$ cat config.mk
export PLATFORM = sky130hd
export DESIGN_NAME = dmem_arbiter_flat
export DESIGN_NICKNAME = d
export VERILOG_FILES = /design/src/rtl/dmem_arbiter_if.sv /design/src/rtl/dmem_arbiter.sv /design/src/flat_wrapper.sv
export SDC_FILE = /design/constraint.sdc
export NUM_CORES = 1
export LEC_CHECK = 0
export ABC_AREA = 1
export ABC_CLOCK_PERIOD_IN_PS = 2000
export BUFFER_PORTS_ARGS = -buffer_cell sky130_fd_sc_hd__buf_4
export CORE_MARGIN = 2
export CORE_UTILIZATION = 31
export DETAILED_ROUTE_END_ITERATION = 8
export MAX_ROUTING_LAYER = met4
export PLACE_DENSITY = 0.73
export SYNTH_ARGS = -nofsm -noshare
export SYNTH_HDL_FRONTEND = slang
export SYNTH_SLANG_ARGS = --single-unit
$ cat constraint.sdc
create_clock -name clk -period 2 [get_ports clk]
set_clock_uncertainty 0.1 [all_clocks]
set_input_delay 0.2 -clock clk [delete_from_list [all_inputs] [get_ports clk]]
set_output_delay 0.2 -clock clk [all_outputs]
set_load 0.05 [all_outputs]
$ cat src/rtl/dmem_arbiter_if.sv
// Bundle of the CPU data port, data-memory port and dump byte stream
// that pass through the dump arbiter.
interface dmem_arbiter_if;
  // CPU data port
  logic        cpu_we;
  logic [31:0] cpu_addr;
  logic [31:0] cpu_wd;
  logic [31:0] cpu_rd;
  logic        cpu_stall;
  logic        dump_req;
  // data-memory port
  logic        mem_we;
  logic [31:0] mem_addr;
  logic [31:0] mem_wd;
  logic [31:0] mem_rd;
  // dump byte stream towards the host link
  logic [7:0]  byte_out;
  logic        byte_valid;
  logic        byte_ack;
  logic        dump_busy;
  logic        dump_done;

  // arbiter side
  modport slave (
    input  cpu_we, cpu_addr, cpu_wd, dump_req, mem_rd, byte_ack,
    output cpu_rd, cpu_stall, mem_we, mem_addr, mem_wd,
           byte_out, byte_valid, dump_busy, dump_done
  );

  // environment side (CPU, memory and byte consumer)
  modport master (
    output cpu_we, cpu_addr, cpu_wd, dump_req, mem_rd, byte_ack,
    input  cpu_rd, cpu_stall, mem_we, mem_addr, mem_wd,
           byte_out, byte_valid, dump_busy, dump_done
  );
endinterface

$ cat src/rtl/dmem_arbiter.sv
// Data-memory port arbiter: the CPU owns the port except for the single
// cycle per word in which the dump engine fetches a word of the dump
// window; fetched words are streamed out LSB byte first.
module dmem_arbiter #(
  parameter logic [31:0] DUMP_BASE  = 32'h0000_0000,
  parameter int          DUMP_WORDS = 16
) (
  input logic           clk,
  input logic           reset,
  dmem_arbiter_if.slave bus
);

  localparam logic [1:0] S_IDLE  = 2'd0;
  localparam logic [1:0] S_FETCH = 2'd1;
  localparam logic [1:0] S_SEND  = 2'd2;
  localparam logic [1:0] S_DONE  = 2'd3;

  localparam logic [7:0] LAST_IDX = 8'(DUMP_WORDS - 1);

  logic [1:0]  state_reg, state_next;
  logic [7:0]  idx_reg, idx_next;
  logic [1:0]  bcnt_reg, bcnt_next;
  logic [31:0] shift_reg, shift_next;
  logic        req_prev_reg;
  logic        byte_valid_reg, byte_valid_next;
  logic        dump_done_reg, dump_done_next;
  logic        req_rise;
  logic        byte_taken;

  assign req_rise   = bus.dump_req && !req_prev_reg;
  assign byte_taken = byte_valid_reg && bus.byte_ack;

  // Next-state logic for the dump sequencer
  always_comb begin
    state_next = state_reg;
    idx_next   = idx_reg;
    bcnt_next  = bcnt_reg;
    shift_next = shift_reg;
    case (state_reg)
      S_IDLE: begin
        if (req_rise) begin
          state_next = S_FETCH;
          idx_next   = 8'd0;
        end
      end
      S_FETCH: begin
        // memory read is combinational, so the word is available this cycle
        shift_next = bus.mem_rd;
        bcnt_next  = 2'd0;
        state_next = S_SEND;
      end
      S_SEND: begin
        if (byte_taken) begin
          shift_next = {8'h00, shift_reg[31:8]};
          bcnt_next  = bcnt_reg + 2'd1;
          if (bcnt_reg == 2'd3) begin
            if (idx_reg == LAST_IDX) begin
              state_next = S_DONE;
            end else begin
              idx_next   = idx_reg + 8'd1;
              state_next = S_FETCH;
            end
          end
        end
      end
      S_DONE: begin
        state_next = S_IDLE;
      end
      default: begin
        state_next = S_IDLE;
      end
    endcase
    byte_valid_next = (state_next == S_SEND);
    dump_done_next  = (state_next == S_DONE);
  end

  // Sequencer registers; reset mid-dump drops the remainder silently
  always_ff @(posedge clk) begin
    if (reset) begin
      state_reg      <= S_IDLE;
      idx_reg        <= 8'd0;
      bcnt_reg       <= 2'd0;
      shift_reg      <= 32'd0;
      req_prev_reg   <= 1'b0;
      byte_valid_reg <= 1'b0;
      dump_done_reg  <= 1'b0;
    end else begin
      state_reg      <= state_next;
      idx_reg        <= idx_next;
      bcnt_reg       <= bcnt_next;
      shift_reg      <= shift_next;
      req_prev_reg   <= bus.dump_req;
      byte_valid_reg <= byte_valid_next;
      dump_done_reg  <= dump_done_next;
    end
  end

  // Port mux: the dump engine takes the port only in FETCH, suppressing
  // any CPU write, which the stalled CPU re-presents the next cycle
  always_comb begin
    bus.mem_we    = bus.cpu_we;
    bus.mem_addr  = bus.cpu_addr;
    bus.mem_wd    = bus.cpu_wd;
    bus.cpu_stall = 1'b0;
    if (state_reg == S_FETCH) begin
      bus.mem_we    = 1'b0;
      bus.mem_addr  = DUMP_BASE + {22'd0, idx_reg, 2'b00};
      bus.cpu_stall = 1'b1;
    end
  end

  assign bus.cpu_rd     = bus.mem_rd;
  assign bus.byte_out   = shift_reg[7:0];
  assign bus.byte_valid = byte_valid_reg;
  assign bus.dump_done  = dump_done_reg;
  assign bus.dump_busy  = (state_reg != S_IDLE);

endmodule

$ cat src/flat_wrapper.sv
// flat-port wrapper written by rule: the top's interface ports become plain ports
module dmem_arbiter_flat 
#(
  parameter logic [31:0] DUMP_BASE  = 32'h0000_0000,
  parameter int          DUMP_WORDS = 16
)
  (clk, reset, bus_cpu_we, bus_cpu_addr, bus_cpu_wd, bus_dump_req, bus_mem_rd, bus_byte_ack, bus_cpu_rd, bus_cpu_stall, bus_mem_we, bus_mem_addr, bus_mem_wd, bus_byte_out, bus_byte_valid, bus_dump_busy, bus_dump_done);
  dmem_arbiter_if bus_i ();
  input logic clk;
  input logic reset;
  input wire logic [$bits(bus_i.cpu_we)-1:0] bus_cpu_we;
  input wire logic [$bits(bus_i.cpu_addr)-1:0] bus_cpu_addr;
  input wire logic [$bits(bus_i.cpu_wd)-1:0] bus_cpu_wd;
  input wire logic [$bits(bus_i.dump_req)-1:0] bus_dump_req;
  input wire logic [$bits(bus_i.mem_rd)-1:0] bus_mem_rd;
  input wire logic [$bits(bus_i.byte_ack)-1:0] bus_byte_ack;
  output wire logic [$bits(bus_i.cpu_rd)-1:0] bus_cpu_rd;
  output wire logic [$bits(bus_i.cpu_stall)-1:0] bus_cpu_stall;
  output wire logic [$bits(bus_i.mem_we)-1:0] bus_mem_we;
  output wire logic [$bits(bus_i.mem_addr)-1:0] bus_mem_addr;
  output wire logic [$bits(bus_i.mem_wd)-1:0] bus_mem_wd;
  output wire logic [$bits(bus_i.byte_out)-1:0] bus_byte_out;
  output wire logic [$bits(bus_i.byte_valid)-1:0] bus_byte_valid;
  output wire logic [$bits(bus_i.dump_busy)-1:0] bus_dump_busy;
  output wire logic [$bits(bus_i.dump_done)-1:0] bus_dump_done;
  assign bus_i.cpu_we = bus_cpu_we;
  assign bus_i.cpu_addr = bus_cpu_addr;
  assign bus_i.cpu_wd = bus_cpu_wd;
  assign bus_i.dump_req = bus_dump_req;
  assign bus_i.mem_rd = bus_mem_rd;
  assign bus_i.byte_ack = bus_byte_ack;
  assign bus_cpu_rd = bus_i.cpu_rd;
  assign bus_cpu_stall = bus_i.cpu_stall;
  assign bus_mem_we = bus_i.mem_we;
  assign bus_mem_addr = bus_i.mem_addr;
  assign bus_mem_wd = bus_i.mem_wd;
  assign bus_byte_out = bus_i.byte_out;
  assign bus_byte_valid = bus_i.byte_valid;
  assign bus_dump_busy = bus_i.dump_busy;
  assign bus_dump_done = bus_i.dump_done;
  dmem_arbiter #(.DUMP_BASE(DUMP_BASE), .DUMP_WORDS(DUMP_WORDS)) u_core (.clk(clk), .reset(reset), .bus(bus_i));
endmodule
# Word level (Yosys, flattened, before mapping)

Cells that the tools add are included.

Add/subtract/negate cells: 2
Eq/ne operators: 11
Mux-type cells: 17
Reduce and logical (&&, ||, !) cells: 9

Operator list:

| operator            | count |
|---|---|
| $mux 32             | 2 |
| $pmux 32 s2         | 1 |
| $mux 8              | 4 |
| $pmux 8 s2          | 1 |
| $eq 2x2->1 const B  | 5 |
| $mux 2              | 5 |
| $add 8x1->8 const B | 1 |
| $eq 8x4->1 const B  | 1 |
| $pmux 2 s4          | 1 |
| $ne 2x1->1 const B  | 3 |
| $reduce_bool 2->1   | 3 |
| $reduce_and 5->1    | 1 |
| $pmux 2 s2          | 1 |
| $add 2x1->2 const B | 1 |
| $eq 2x1->1 const B  | 1 |
| $logic_and 1x1->1   | 2 |
| $logic_not 2->1     | 1 |
| $mux 1              | 2 |
| $ne 2x2->1 const B  | 1 |
| $reduce_and 2->1    | 1 |
| $logic_not 1->1     | 1 |

Register bits after elaboration: 47
Bits of input ports: 101
Output and inout port bits: 109
Logic and storage cells: 46

# Logic depth before layout (Yosys ltp)

Gate-level depths: netlist of the first run.

Depth in word-level cells: 6
Depth in mapped cells: 9
Mapped depth without buffers: 9

# Least setup slack after synthesis of the first run

OpenSTA, ideal clock, no wires.

Path type: register -> output
Start: reg u_core.state_reg[0]
End: out bus_mem_addr[2]
Data arrival time: 1.988 ns
Required time: 1.700 ns
Setup slack: -0.288 ns
Stages on the path, launching flop included: 6
Buffers on the path: 1
Cell sequence: dfxtp_1 -> inv_2 -> nor2_4 -> inv_2 -> clkbuf_1 -> o21ai_0

Word-level cells in the longest chain between the ends: 2

RTL lines:

| item                     | RTL line            | source |
|---|---|---|
| start: declaration       | dmem_arbiter.sv:20  | `logic [1:0] state_reg, state_next;` |
| start signal: assignment | dmem_arbiter.sv:88  | `state_reg <= state_next;` |
| $eq 2x1->1               | dmem_arbiter.sv:105 | `if (state_reg == S_FETCH) begin` |
| $mux 32                  | dmem_arbiter.sv:105 |  |
| end: declaration         | flat_wrapper.sv:20  | `output wire logic [$bits(bus_i.mem_addr)-1:0] bus_mem_addr;` |

Every way passes these cells.

# Worst setup path in the final report of the first run

Start: reg u_core.state_reg[0]
End: out bus_mem_addr[5]

Same word-level chain as after synthesis.

==> results of run 1 <==
## cells in the mapped netlist, types with 3 or more instances
cell,n,share of area (%)
nand3_1,12,2.1
o21ai_1,26,4.5
clkbuf_1,9,1.2
nor2_1,42,5.5
inv_1,43,5.6
buf_4,76,20
a31oi_1,25,5.4
inv_2,5,0.65
dfxtp_1,47,33
o21ai_0,8,1.4
buf_1,3,0.39
nand2_1,107,14
a21oi_1,16,2.8
## cells by family (layout without fill, tap and decap cells)
family	Yosys count	count (layout)	share of synthesized area [%]
AOI/OAI and AO/OA	77	77	14.7
adders and majority gates	2	2	0.871
buffers and inverters	138	207	28.0
DFF	47	47	32.7
and+or+nand+nor	169	169	23.7
## how the worst max path moves through the flow
stage          slack [ps]  depth (start not counted)                           start                             end
2_1_floorplan        -290                          5  u_core.state_reg[0]$_SDFF_PP0_                 bus_mem_addr[2]
3_3_place_gp          320                          7  u_core.idx_reg[1]$_SDFFE_PP0P_  u_core.idx_reg[5]$_SDFFE_PP0P_
3_5_place_dp          270                          7  u_core.idx_reg[1]$_SDFFE_PP0P_  u_core.idx_reg[5]$_SDFFE_PP0P_
4_1_cts                90                          5  u_core.state_reg[0]$_SDFF_PP0_                 bus_mem_addr[5]
5_1_grt                 4                          5  u_core.state_reg[0]$_SDFF_PP0_                 bus_mem_addr[2]
6_report              110                          5  u_core.state_reg[0]$_SDFF_PP0_                 bus_mem_addr[5]
## layout make-up
cell class / instances / share of cell area, %
inverter: 48 / 4.98
clock inverter: 3 / 0.623
multi-input combinational: 248 / 31.3
clock buffer: 5 / 1.90
timing repair buffer: 151 / 31.4
sequential: 47 / 26.0
tap: 111 / 3.84
## through the flow
stage / hold WS [ps] / setup TNS, ps
detailed placement: 300 / 0
global placement: 300 / 0
finish: 12.9 / 0
global route: 15.9 / 0
CTS: 5.45 / 0
floorplan: 225 / -1730
## worst max-delay path, delay by kind of cell, from the launching register on
| family | cells | cell delay [ps] |
|---|---|---|
| buffers and inverters | 3 | 490 |
| flip-flops | 1 | 400 |
| AO/OA/AOI/OAI | 1 | 230 |
| AND/OR/NAND/NOR | 1 | 180 |
## power breakdown
part | leakage (µW) | switching [µW] | internal [µW]
combinational | 0.00137 | 590 | 286
sequential | 0.000383 | 27.5 | 985
clock | 0.0000485 | 336 | 251
## metal layers
layer | vias to the layer above | wire (µm)
met5 | - | 0
met1 | 1190 | 3040
met3 | 6 | 537
met2 | 130 | 3510
met4 | 0 | 47
li1 | 1431 | -
==> results.json, run 1 <==
{
  "outcome": "complete, no violations",
  "mostFrequentLayoutCell": "buf_4",
  "timing.final.ws_setup_ps": 113,
  "finalPower_uw": 2480,
  "hpwl_um": 5490,
  "fillers": 956,
  "htreeDepth": 2,
  "yosysUniqueCellTypes": 21,
  "reg2reg_depth": 7,
  "die_area_um2": 10100,
  "worstSetupStartpointType": "register",
  "hp-class": "input pin to register",
  "finalCriticalPeriod_ps": 1890,
  "syn_to_final_growth_pct": 25.8,
  "drive_above_1_share_pct": 33.7,
  "detailedPlace.worstSlack_ps": 267,
  "timing.final.crit_share_pct": 94.3,
  "final_cell_mix": "buf_4, nand2_1, dfxtp_1",
  "powerDensity_nw_per_um2": 685,
  "crit_slowest_cell": "dfxtp_1",
  "critPathArrivalTime_ps": 1590,
  "gp_congestion": 0.850,
  "placed_area_um2": 3520,
  "tightest_slew_ps": 481,
  "num_antenna_cells": 0,
  "cts_hold_buf": 0,
  "hold_path_end": "u_core.req_prev_reg$_SDFF_PP0_",
  "end_kind": "output port",
  "numCtsBuffers": 5,
  "worstReg2RegEnd": "u_core.idx_reg[5]$_SDFFE_PP0P_",
  "utilization_pct": 39.7,
  "fin_nets": 604,
  "synthesis.area_um2": 2870,
  "synth_cells": 433,
  "drc": 0,
  "overflow": 0,
  "track_usage_pct": 14.2,
  "maxSlewViolCount": 0,
  "grt_pass1_vias": 2577,
  "ctsRootBufferMaster": "clkbuf_8",
  "r2r_setup_slack_ps": 270,
  "top_usage_layer": "met2",
  "worstSetupPathType": "register to output port",
  "rsz0062_at_grt": "no",
  "largest_reg_flops": 32,
  "p_leak_uw": 0.00180,
  "ys_ff_latch": 47,
  "seq_area_frac_synth_pct": 32.7,
  "hold_viol_final": 0,
  "synth_edf_count": 0,
  "ioPinCount": 210,
  "fmax_mhz": 530,
  "rows": 35,
  "synth_ff_type": "dfxtp_1",
  "tritoncts": "built",
  "async_flop_share_pct": 0,
  "use_met2_pct": 24.6,
  "final_cells": 613,
  "clk_latency_ps": 290,
  "antenna_found_initial": 0,
  "syn_nets": 536,
  "synth_area_per_cell_um2": 6.64,
  "core_area_um2": 9110,
  "peakVddDrop_uv": 296,
  "min_path_cells": 3,
  "die_y_um": 100,
  "wl_per_cell_um": 11.6,
  "seq_area_um2": 941,
  "maxCapViolations": 0,
  "clk_pin_slew_ps": 90,
  "ys_warn_count": 0,
  "use_met1_pct": 17.0,
  "final_area_um2": 3610,
  "max_stage_delay_ps": 400,
  "cts_buffer_depth": 2,
  "grt_use_met3_pct": 2.72,
  "max_slew_margin_pct": 67.9,
  "grt_pass1_wl_um": 11500,
  "grt_max_degree": 29,
  "firstDrtPassIters": 4,
  "crit_fanout": 16,
  "post-place-cells": 605,
  "cts.sinks": 47,
  "crit_required_ps": 1700,
  "cts_setup_buffers": 0,
  "crit_chain": "inv_2 > nor2_4 > inv_2 > o21ai_0 > buf_4",
  "die_x_um": 100,
  "vias_per_cell": 4.50,
  "port-buffer-count": 145,
  "post_cts_resized": 0,
  "initial_core_util_pct": 31.6,
  "hold_start": "bus_dump_req",
  "rr_startpoint": "u_core.idx_reg[1]$_SDFFE_PP0P_",
  "ant_nets": 0,
  "setup_viol": 0,
  "via_count": 2757,
  "drt-total-wl_um": 7140,
  "multiInputGateArea_um2": 1130,
  "cp_common_cell": "inv_2",
  "drt_iter0_drc": 111
}
Note: power is estimated with default switching activity, not from simulation.
==> run 2, diff against run 1 <==
--- a/config.mk
+++ b/config.mk
@@ -8,11 +8,13 @@
 export ABC_AREA = 1
 export ABC_CLOCK_PERIOD_IN_PS = 2000
 export BUFFER_PORTS_ARGS = -buffer_cell sky130_fd_sc_hd__buf_4
+export CAP_MARGIN = 20
 export CORE_MARGIN = 2
 export CORE_UTILIZATION = 31
 export DETAILED_ROUTE_END_ITERATION = 8
 export MAX_ROUTING_LAYER = met4
 export PLACE_DENSITY = 0.73
+export RECOVER_POWER = 25
 export SYNTH_ARGS = -nofsm -noshare
 export SYNTH_HDL_FRONTEND = slang
 export SYNTH_SLANG_ARGS = --single-unit
==> results.json, run 2 (synthesis results as in run 1) <==
{
  "powerDensity_nw_per_um2": 688,
  "fin_nets": 604,
  "drt-total-wl_um": 7140,
  "firstDrtPassIters": 4,
  "r2r_setup_slack_ps": 270,
  "outcome": "complete, no violations",
  "fmax_mhz": 530,
  "core_area_um2": 9110,
  "crit_fanout": 16,
  "grt_max_degree": 29,
  "use_met1_pct": 17.0,
  "largest_reg_flops": 32,
  "initial_core_util_pct": 31.6,
  "cts_setup_buffers": 0,
  "via_count": 2750,
  "peakVddDrop_uv": 296,
  "timing.final.crit_share_pct": 94.3,
  "max_slew_margin_pct": 47.9,
  "hpwl_um": 5490,
  "clk_pin_slew_ps": 90,
  "drt_iter0_drc": 99,
  "drc": 0,
  "die_x_um": 100,
  "num_antenna_cells": 0,
  "worstSetupPathType": "register to output port",
  "utilization_pct": 39.4,
  "clockPowerShare_pct": 23.8,
  "tritoncts": "built",
  "grt_pass1_wl_um": 11500,
  "post_cts_resized": 0,
  "top_usage_layer": "met2",
  "rr_startpoint": "u_core.idx_reg[1]$_SDFFE_PP0P_",
  "rows": 35,
  "worstReg2RegEnd": "u_core.idx_reg[5]$_SDFFE_PP0P_",
  "crit_required_ps": 1700,
  "final_cell_mix": "buf_4, nand2_1, dfxtp_1",
  "antenna_found_initial": 0,
  "seqPwrFrac_pct": 41.0,
  "wl_per_cell_um": 11.6,
  "tightest_slew_ps": 782,
  "internal-power_uw": 1520,
  "numCtsBuffers": 5,
  "cts_buffer_depth": 2,
  "maxCapViolations": 0,
  "ant_nets": 0,
  "critPathArrivalTime_ps": 1590,
  "clk_latency_ps": 300,
  "die_area_um2": 10100,
  "combPwrFrac_pct": 35.2,
  "ctsRootBufferMaster": "clkbuf_8",
  "rsz0062_at_grt": "no",
  "use_met2_pct": 24.6,
  "min_path_cells": 3,
  "placed_area_um2": 3520,
  "setup_viol": 0,
  "die_y_um": 100,
  "htreeDepth": 2,
  "worstSetupStartpointType": "register",
  "cts.sinks": 47,
  "mostFrequentLayoutCell": "buf_4",
  "syn_to_final_growth_pct": 25.0,
  "vias_per_cell": 4.49,
  "grt_use_met3_pct": 2.72,
  "hold_start": "bus_dump_req",
  "reg2reg_depth": 7,
  "hold_viol_final": 0,
  "grt_pass1_vias": 2577,
  "port-buffer-count": 145,
  "ioPinCount": 210,
  "finalCriticalPeriod_ps": 1890,
  "cts_hold_buf": 0,
  "hold_path_end": "u_core.req_prev_reg$_SDFF_PP0_",
  "fillers": 961,
  "p_sw_uw": 954,
  "hp-class": "input pin to register",
  "track_usage_pct": 14.2,
  "maxSlewViolCount": 0,
  "final_area_um2": 3590,
  "end_kind": "output port",
  "overflow": 0,
  "gp_congestion": 0.850,
  "swShare_pct": 38.6,
  "p_leak_uw": 0.00178,
  "drive_above_1_share_pct": 32.5
}
-- run 2: changes by cell type in the layout (fill, tap and decap cells not counted), sizes merged --
cell | previous run | this run
clkbuf | 5 | 11
buf | 151 | 145
-- run 2: metal layers --
layer  vias up  share of wire [%]
li1       1429                  -
met2       121                 49
met1      1194                 43
met4         0               0.66
met3         6                7.0
met5         -                  0
-- run 2: critical path: stages, from the launching register on --
cell     delay [ps]
dfxtp_1         400
inv_2            90
nor2_4          180
inv_2           160
o21ai_0         230
buf_4           240
-- run 2: layout make-up --
type	instances	area [µm²]	area share, %
Timing Repair Buffer	151	1110	30.9
Multi-Input combinational cell	248	1130	31.5
Clock buffer	5	68.8	1.92
Tap cell	111	139	3.87
Inverter	48	180	5.02
Clock inverter	3	22.5	0.627
Sequential cell	47	941	26.2
-- run 2: stage by stage --
stage	setup TNS [ps]	hold slack [ps]	cells	total power (µW)	worst slack [ps]
after floorplan	-1730	225	433	1830	-288
after global placement	0	300	605	1900	323
after detailed placement	0	300	605	1910	267
after CTS	0	5.45	613	2510	91.9
after global routing	0	15.9	613	2600	4.40
final	0	12.4	613	2470	113
-- run 2: power by group through the flow --
stage / sequential, µW / clock, µW / combinational [µW]
floorplan: 1030 / 0 / 800
global placement: 1030 / 0 / 871
detailed placement: 1030 / 0 / 880
CTS: 1010 / 611 / 882
global route: 1020 / 654 / 927
finish: 1010 / 587 / 871
-- run 2: how the worst max path moves through the flow --
stage,from,cells past startpoint,slack (ps),end
floorplan,u_core.state_reg[0]$_SDFF_PP0_,5,-290,bus_mem_addr[2]
global placement,u_core.idx_reg[1]$_SDFFE_PP0P_,7,320,u_core.idx_reg[5]$_SDFFE_PP0P_
detailed placement,u_core.idx_reg[1]$_SDFFE_PP0P_,7,270,u_core.idx_reg[5]$_SDFFE_PP0P_
CTS,u_core.state_reg[0]$_SDFF_PP0_,5,90,bus_mem_addr[5]
global route,u_core.state_reg[0]$_SDFF_PP0_,5,4,bus_mem_addr[2]
finish,u_core.state_reg[0]$_SDFF_PP0_,5,110,bus_mem_addr[5]
==> run 3, diff against run 2 <==
--- a/config.mk
+++ b/config.mk
@@ -14,7 +14,7 @@
 export DETAILED_ROUTE_END_ITERATION = 8
 export MAX_ROUTING_LAYER = met4
 export PLACE_DENSITY = 0.73
-export RECOVER_POWER = 25
+export RECOVER_POWER = 50
 export SYNTH_ARGS = -nofsm -noshare
 export SYNTH_HDL_FRONTEND = slang
 export SYNTH_SLANG_ARGS = --single-unit
==> results.json, run 3 (synthesis results as in run 1) <==
{
  "outcome": "complete, no violations",
  "antenna_found_initial": 0,
  "rows": 35,
  "setup_viol": 0,
  "cts_setup_buffers": 0,
  "grt_max_degree": 29,
  "die_area_um2": 10100,
  "via_count": 2749,
  "internal-power_uw": 1480,
  "maxCapViolations": 0,
  "ioPinCount": 210,
  "rsz0062_at_grt": "no",
  "drt-total-wl_um": 7130,
  "hpwl_um": 5490,
  "peakVddDrop_uv": 296,
  "p_sw_uw": 954,
  "syn_to_final_growth_pct": 20.0,
  "largest_reg_flops": 32,
  "fmax_mhz": 529,
  "wl_per_cell_um": 11.6,
  "mostFrequentLayoutCell": "buf_4",
  "num_antenna_cells": 0,
  "cts_buffer_depth": 2,
  "hold_start": "bus_dump_req",
  "p_leak_uw": 0.00164,
  "clk_pin_slew_ps": 90,
  "hold_path_end": "u_core.req_prev_reg$_SDFF_PP0_",
  "port-buffer-count": 145,
  "htreeDepth": 2,
  "cts_hold_buf": 0,
  "timing.final.crit_share_pct": 94.6,
  "swShare_pct": 39.2,
  "grt_pass1_vias": 2577,
  "seqPwrFrac_pct": 41.6,
  "die_y_um": 100,
  "die_x_um": 100,
  "final_area_um2": 3450,
  "max_slew_margin_pct": 47.9,
  "min_path_cells": 3,
  "maxSlewViolCount": 0,
  "hold_viol_final": 0,
  "placed_area_um2": 3520,
  "ant_nets": 0,
  "overflow": 0,
  "initial_core_util_pct": 31.6,
  "end_kind": "output port",
  "hp-class": "input pin to register",
  "worstSetupStartpointType": "register",
  "drt_iter0_drc": 104,
  "reg2reg_depth": 7,
  "critPathArrivalTime_ps": 1590,
  "final_cell_mix": "buf_4, nand2_1, dfxtp_1",
  "finalPower_uw": 2430,
  "fin_nets": 604,
  "track_usage_pct": 14.2,
  "finalSetupTns_ps": 0,
  "r2r_setup_slack_ps": 260,
  "rr_startpoint": "u_core.idx_reg[1]$_SDFFE_PP0P_",
  "worstReg2RegEnd": "u_core.idx_reg[5]$_SDFFE_PP0P_",
  "combPwrFrac_pct": 34.2,
  "core_area_um2": 9110,
  "gp_congestion": 0.850,
  "grt_pass1_wl_um": 11500,
  "powerDensity_nw_per_um2": 705,
  "drive_above_1_share_pct": 24.9,
  "tightest_slew_ps": 782,
  "vias_per_cell": 4.48,
  "numCtsBuffers": 5,
  "crit_fanout": 16,
  "tritoncts": "built",
  "crit_required_ps": 1700,
  "clk_latency_ps": 300,
  "worstSetupPathType": "register to output port",
  "cts.sinks": 47,
  "clockPowerShare_pct": 24.2,
  "finalCriticalPeriod_ps": 1890,
  "fillers": 1000,
  "firstDrtPassIters": 4,
  "drc": 0,
  "holdWs_ps": 12.4,
  "ctsRootBufferMaster": "clkbuf_8"
}
run 3: cell types whose count changed in the layout (fill, tap and decap cells not counted):
cell and delta:
o21ai_1 -1, clkbuf_1 +38, o21ai_0 +1, buf_4 -38
run 3: worst max-delay path: stages (launching register included):
cell	delay [ps]
dfxtp_1	400
inv_2	90
nor2_4	180
inv_2	160
o21ai_0	230
buf_4	240
run 3: worst max-delay path by stage:
stage,startpoint,to,slack (ps),depth (start not counted)
after CTS,u_core.state_reg[0]$_SDFF_PP0_,bus_mem_addr[5],90,5
after floorplan,u_core.state_reg[0]$_SDFF_PP0_,bus_mem_addr[2],-290,5
after detailed placement,u_core.idx_reg[1]$_SDFFE_PP0P_,u_core.idx_reg[5]$_SDFFE_PP0P_,270,7
final,u_core.state_reg[0]$_SDFF_PP0_,bus_mem_addr[5],110,5
after global placement,u_core.idx_reg[1]$_SDFFE_PP0P_,u_core.idx_reg[5]$_SDFFE_PP0P_,320,7
after global routing,u_core.state_reg[0]$_SDFF_PP0_,bus_mem_addr[2],4,5
run 3: through the flow:
| step | setup WS [ps] | instances | util (%) |
|---|---|---|---|
| 6_report | 108 | 613 | 37.9 |
| 3_3_place_gp | 323 | 605 | 38.7 |
| 4_1_cts | 91.9 | 613 | 39.7 |
| 2_1_floorplan | -288 | 433 | - |
| 3_5_place_dp | 267 | 605 | 38.7 |
| 5_1_grt | 4.40 | 613 | 37.9 |
run 3: area by class of cell:
cell class	instances	area (µm²)	share of cell area, %
repair buffers	151	968	28.1
well taps	111	139	4.03
clock inverters	3	22.5	0.653
multi-input cells	248	1130	32.8
flip-flops and latches	47	941	27.3
clock buffers	5	68.8	1.99
inverters	48	180	5.22
run 3: timing repair:
| action | in CTS | in global routing |
|---|---|---|
| hold endpoints to repair | 0 | 0 |
| setup endpoints to repair | 0 | 2 |
| gates resized for setup | 0 | 2 |
run 3: power groups by stage:
stage,clock (µW),sequential [µW],combinational (µW)
after floorplan,0,1030,800
after global placement,0,1030,871
after detailed placement,0,1030,880
after CTS,611,1010,882
after global routing,654,1020,887
final,588,1010,832
run 3: per-layer routing:
layer / vias to the layer above / global-route usage [%] / wire, µm
li1: 1428 / - / -
met2: 123 / 24.6 / 3530
met4: 0 / 3.58 / 47
met1: 1192 / 17.0 / 3020
met3: 6 / 2.72 / 545
met5: - / - / 0
